--- src/rtl/cpu_mem_pkg.sv ---
// rtl/cpu_mem_pkg.sv - FSM encoding, requester IDs and default widths for the unified memory arbiter
package cpu_mem_pkg;

  typedef enum logic [1:0] {
    IDLE  = 2'd0,
    ISSUE = 2'd1,
    WAIT  = 2'd2,
    RESP  = 2'd3
  } arb_state_t;

  localparam logic REQ_CORE   = 1'b0;
  localparam logic REQ_LOADER = 1'b1;

  localparam int DEF_AW = 32;
  localparam int DEF_DW = 32;

endpackage

--- src/rtl/arb_latency_counter.sv ---
// rtl/arb_latency_counter.sv - 4-bit load/decrement counter with zero flag for the memory wait phase
module arb_latency_counter (
  input  logic       clk,
  input  logic       rst,
  input  logic       load,
  input  logic       dec,
  input  logic [3:0] load_val,
  output logic       zero
);

  logic [3:0] count;

  // Saturates at zero so an extra decrement in the final wait cycle is harmless.
  always_ff @(posedge clk or posedge rst) begin
    if (rst) begin
      count <= 4'd0;
    end else if (load) begin
      count <= load_val;
    end else if (dec && (count != 4'd0)) begin
      count <= count - 4'd1;
    end
  end

  assign zero = (count == 4'd0);

endmodule

--- src/rtl/unified_mem_arbiter.sv ---
// rtl/unified_mem_arbiter.sv - core/loader arbiter for the single-port memory; ARB_ROUND_ROBIN_EN selects round-robin over fixed core priority
module unified_mem_arbiter
  import cpu_mem_pkg::*;
#(
  parameter int AW      = DEF_AW,
  parameter int DW      = DEF_DW,
  parameter int MEM_LAT = 2
) (
  input  logic          clk,
  input  logic          rst,
  input  logic          c_req,
  input  logic          c_we,
  input  logic [AW-1:0] c_addr,
  input  logic [DW-1:0] c_wdata,
  output logic [DW-1:0] c_rdata,
  output logic          c_ack,
  input  logic          l_req,
  input  logic          l_we,
  input  logic [AW-1:0] l_addr,
  input  logic [DW-1:0] l_wdata,
  output logic [DW-1:0] l_rdata,
  output logic          l_ack,
  output logic          mem_en,
  output logic          mem_we,
  output logic [AW-1:0] mem_addr,
  output logic [DW-1:0] mem_wdata,
  input  logic [DW-1:0] mem_rdata,
  output logic          busy,
  output logic          owner
);

  localparam logic [3:0] LAT_M1 = 4'(MEM_LAT - 1);

  arb_state_t state;
  logic       lat_we;
  logic       grant_loader;
  logic       cnt_zero;

`ifdef ARB_ROUND_ROBIN_EN
  logic rr_ptr;

  assign grant_loader = l_req && (!c_req || (rr_ptr == REQ_LOADER));

  // Every grant hands priority to the other requester, contended or not.
  always_ff @(posedge clk or posedge rst) begin
    if (rst) begin
      rr_ptr <= REQ_CORE;
    end else if ((state == IDLE) && (c_req || l_req)) begin
      rr_ptr <= ~grant_loader;
    end
  end
`else
  assign grant_loader = l_req && !c_req;
`endif

  arb_latency_counter u_lat_cnt (
    .clk      (clk),
    .rst      (rst),
    .load     (state == ISSUE),
    .dec      (state == WAIT),
    .load_val (LAT_M1),
    .zero     (cnt_zero)
  );

  always_ff @(posedge clk or posedge rst) begin
    if (rst) begin
      state     <= IDLE;
      c_ack     <= 1'b0;
      l_ack     <= 1'b0;
      mem_en    <= 1'b0;
      mem_we    <= 1'b0;
      busy      <= 1'b0;
      c_rdata   <= '0;
      l_rdata   <= '0;
      mem_addr  <= '0;
      mem_wdata <= '0;
      owner     <= REQ_CORE;
      lat_we    <= 1'b0;
    end else begin
      c_ack  <= 1'b0;
      l_ack  <= 1'b0;
      mem_en <= 1'b0;
      mem_we <= 1'b0;
      case (state)
        IDLE: begin
          if (c_req || l_req) begin
            // Strobe is registered here so it is high for exactly the ISSUE cycle.
            owner     <= grant_loader;
            lat_we    <= grant_loader ? l_we : c_we;
            mem_we    <= grant_loader ? l_we : c_we;
            mem_addr  <= grant_loader ? l_addr : c_addr;
            mem_wdata <= grant_loader ? l_wdata : c_wdata;
            mem_en    <= 1'b1;
            busy      <= 1'b1;
            state     <= ISSUE;
          end
        end
        ISSUE: begin
          state <= WAIT;
        end
        WAIT: begin
          if (cnt_zero) begin
            if (!lat_we) begin
              if (owner == REQ_LOADER) begin
                l_rdata <= mem_rdata;
              end else begin
                c_rdata <= mem_rdata;
              end
            end
            if (owner == REQ_LOADER) begin
              l_ack <= 1'b1;
            end else begin
              c_ack <= 1'b1;
            end
            state <= RESP;
          end
        end
        RESP: begin
          busy  <= 1'b0;
          state <= IDLE;
        end
        default: state <= IDLE;
      endcase
    end
  end

endmodule

--- config.mk ---
export PLATFORM = sky130hd
export DESIGN_NAME = unified_mem_arbiter
export DESIGN_NICKNAME = d
export VERILOG_FILES = /design/src/rtl/cpu_mem_pkg.sv /design/src/rtl/arb_latency_counter.sv /design/src/rtl/unified_mem_arbiter.sv
export SDC_FILE = /design/constraint.sdc
export NUM_CORES = 1
export LEC_CHECK = 0
export CELL_PAD_IN_SITES_DETAIL_PLACEMENT = 0
export CELL_PAD_IN_SITES_GLOBAL_PLACEMENT = 1
export CORE_MARGIN = 8
export CORE_UTILIZATION = 31
export CTS_CLUSTER_DIAMETER = 60
export DETAILED_ROUTE_END_ITERATION = 7
export HOLD_SLACK_MARGIN = 0.08
export PLACE_DENSITY = 0.9
export SYNTH_ARGS = -nofsm -noshare
export SYNTH_HDL_FRONTEND = slang
export SYNTH_HIERARCHICAL = 1
export SYNTH_SLANG_ARGS = --single-unit
export TNS_END_PERCENT = 1
--- constraint.sdc ---
create_clock -name clk -period 6.2 [get_ports clk]
set_clock_uncertainty 0.1 [all_clocks]
set_input_delay 1.86 -clock clk [delete_from_list [all_inputs] [get_ports clk]]
set_output_delay 1.86 -clock clk [all_outputs]
set_load 0.005 [all_outputs]
==> out/metrics.cfg <==
[run_status]
status=finished clean

[synthesis]
ys_types=34
ys_ff_latch=141
synth_area_um2=6270
yosysWarnings=6
synth.most_common_cell=nand3_1
synthCells=560
async_reset_ff_share_pct=100
synth_ff_type=dfrtp_1
synth_commonest_cells=nand3_1, dfrtp_1, nand2_1
synth_top_area_share_pct=56.2
synth_edf_count=0
ys_seq_area_share_pct=56.2
synth.area.top_cells=dfrtp_1, nand3_1, mux2_4
avgSynthCellArea_um2=11.2
yosysTopAreaCell=dfrtp_1

[worst_setup_path]
end_kind=output pin
critPathMaxStageDelay_ns=0.58
cp_num_buf_inv=1
cp_max_fo=5
critPathLaunchType=flip-flop
path_class=reg -> out
required_ns=4.24
cp_slowest_cell=clkdlybuf4s50_1
cp.arrival_ns=1.48
crit_family=buffers and inverters
crit_path_cell_trace=clkdlybuf4s50_1

[timing]
max_freq_mhz=291
setup_viol=0
rsz0062_at_grt=no
maxSlewHeadroom_pct=35.5
fin_crit_ns=3.44
fin_tns_setup_ns=0
drv_slew=0
setup_ws_ns=2.76
worstMarginPinSlew_ns=0.968
hold_violations=0
finalCritPeriodShare_pct=55.5

[power_and_ir_drop]
intPower_mw=3.21
power_mw=4.78
p_per_area_nw_per_um2=474
switching_share_pct=32.7
vdd_drop_max_uv=182
p_sw_mw=1.56
combPwrFrac_pct=44.7
seq_power_share_pct=35.0
clkPwrFrac_pct=20.3
power.leakage_nw=4.34

[clock_network]
clk_pin_slew_ns=0.07
cts_sinks=141
clock_latency_ns=0.41
clockBufferDepth=2
cts.repair.resized=0
clock-root-buffer=clkbuf_16
post-cts-setup-buffers=0
cts_tree=done
holdBufCountCts=0
cts_buffers=17
htree_levels=4

[cells_and_area]
nets=1017
fin_util_pct=50.2
drive_above_1_share_pct=13.3
area_delta_synth_final_pct=60.5
stdcell_area_um2=10100
fillers=1839

[placement]
place_congestion=0.775
dp_slack_ns=2.37
dpl-instance-area_um2=9510
portBuffers=299
hpwl_um=15700

[floorplan]
die_area_um2=25000
ioPinCount=300
die_h_um=158
initial_core_util_pct=31.3
core-area_um2=20000
die_w_um=158
row_count=52

[route]
vias=5441
wl_um=21500
drt_first_pass_iters=4
drc=0
ant_nets=0
vias_per_cell=4.82
wl_per_cell_um=19.0
drt-initial-drc-count=354

[job]
cap_violations=0

[global_route]
grt_pass1_wl_um=32800
grt_antenna_before_repair=2
grt_pass1_vias=5758
grt_start_max_net_pins=102
track_usage_pct=16.9
grt_overflow=0

[hold_path]
hp-class=reg -> reg

## metal layers
| metal | wire length, um | up-vias | GRT usage (%) |
|---|---|---|---|
| li1 | - | 2553 | - |
| met1 | 8770 | 2621 | 20.5 |
| met2 | 10400 | 235 | 27.9 |
| met3 | 1870 | 32 | 4.99 |
| met4 | 437 | 0 | 6.47 |
| met5 | 0 | - | 0 |
## power by group through the flow
stage / clock network, mW / registers [mW] / logic [mW]
final: 0.968 / 1.67 / 2.14
after global routing: 1.05 / 1.74 / 2.33
after CTS: 0.999 / 1.68 / 2.18
after detailed placement: 0 / 1.69 / 2.17
after global placement: 0 / 1.66 / 2.13
after floorplan: 0 / 1.68 / 0.889
## through the flow
stage	hold WS, ns	instances
global placement	0.371	1096
global route	0.422	1129
finish	0.390	1129
CTS	0.396	1127
floorplan	0.383	562
detailed placement	0.378	1096
## worst min-delay path, stage by stage (launching register included)
cell	delay (ns)
dfrtp_1	0.34
nand2_1	0.05
nand3_1	0.07
## area by class of cell
class | count | area (um2) | share of cell area [%]
Antenna cell | 2 | 5.00 | 0.0497
Clock buffer | 17 | 425 | 4.22
Clock inverter | 14 | 125 | 1.24
Inverter | 8 | 35.0 | 0.348
Multi-Input combinational cell | 369 | 2560 | 25.4
Timing Repair Buffer | 308 | 3060 | 30.3
Sequential cell | 141 | 3530 | 35.0
Tap cell | 270 | 338 | 3.35
## path summary, 6_finish.rpt
| check | startpoint | cells past startpoint | end | slack, ns |
|---|---|---|---|---|
| worst min-delay path | mem_addr[26] | 2 | mem_addr[26] | 0.39 |
| worst max register to register | state[0] | 7 | mem_wdata[29] | 3.45 |
| min in group asynchronous | rst | 2 | u_lat_cnt/count[3] | 1.66 |
| max in group asynchronous | rst | 3 | c_rdata[4] | 3.16 |
| worst max-delay path | owner | 1 | owner | 2.76 |
| worst min register to register | mem_addr[26] | 2 | mem_addr[26] | 0.39 |
## placed cells by master, fill, tap and decap left out, types with 2 or more instances in the layout
| cell type | synthesis | final |
|---|---|---|
| ha_1 | 6 | 5 |
| o21ai_1 | 3 | 2 |
| inv_8 | 0 | 3 |
| inv_1 | 8 | 7 |
| conb_1 | 2 | 4 |
| clkinv_4 | 0 | 2 |
| mux2_1 | 2 | 2 |
| a2bb2oi_1 | 2 | 2 |
| mux2_4 | 30 | 30 |
| clkbuf_16 | 0 | 17 |
| a22oi_1 | 26 | 26 |
| nand2b_1 | 28 | 27 |
| clkdlybuf4s50_1 | 0 | 298 |
| diode_2 | 0 | 2 |
| nand2_1 | 43 | 43 |
| mux2_2 | 33 | 33 |
| dfrtp_1 | 141 | 141 |
| nor2_1 | 4 | 3 |
| inv_6 | 0 | 6 |
| clkinvlp_4 | 0 | 4 |
| buf_4 | 0 | 9 |
| nand3_1 | 167 | 167 |
| a21oi_1 | 5 | 5 |
## cell families after synthesis
kind of cell / count (synthesis) / synth area share [%]
other: 2 / 0.120
AO/OA/AOI/OAI: 41 / 4.75
adder cells (fa/ha/maj): 6 / 1.20
multiplexers: 65 / 13.5
flip-flops: 141 / 56.2
buffers and inverters: 52 / 3.79
AND/OR/NAND/NOR: 253 / 20.4
## state kept, by name, summed over array words and instances (netlist names)
name / count
busy: 1
mem_we: 1
c_ack: 1
u_lat_cnt/count: 4
lat_we: 1
l_rdata: 32
mem_addr: 32
c_rdata: 32
state: 2
mem_wdata: 32
mem_en: 1
l_ack: 1
owner: 1
Note: power is estimated with default switching activity, not from simulation.
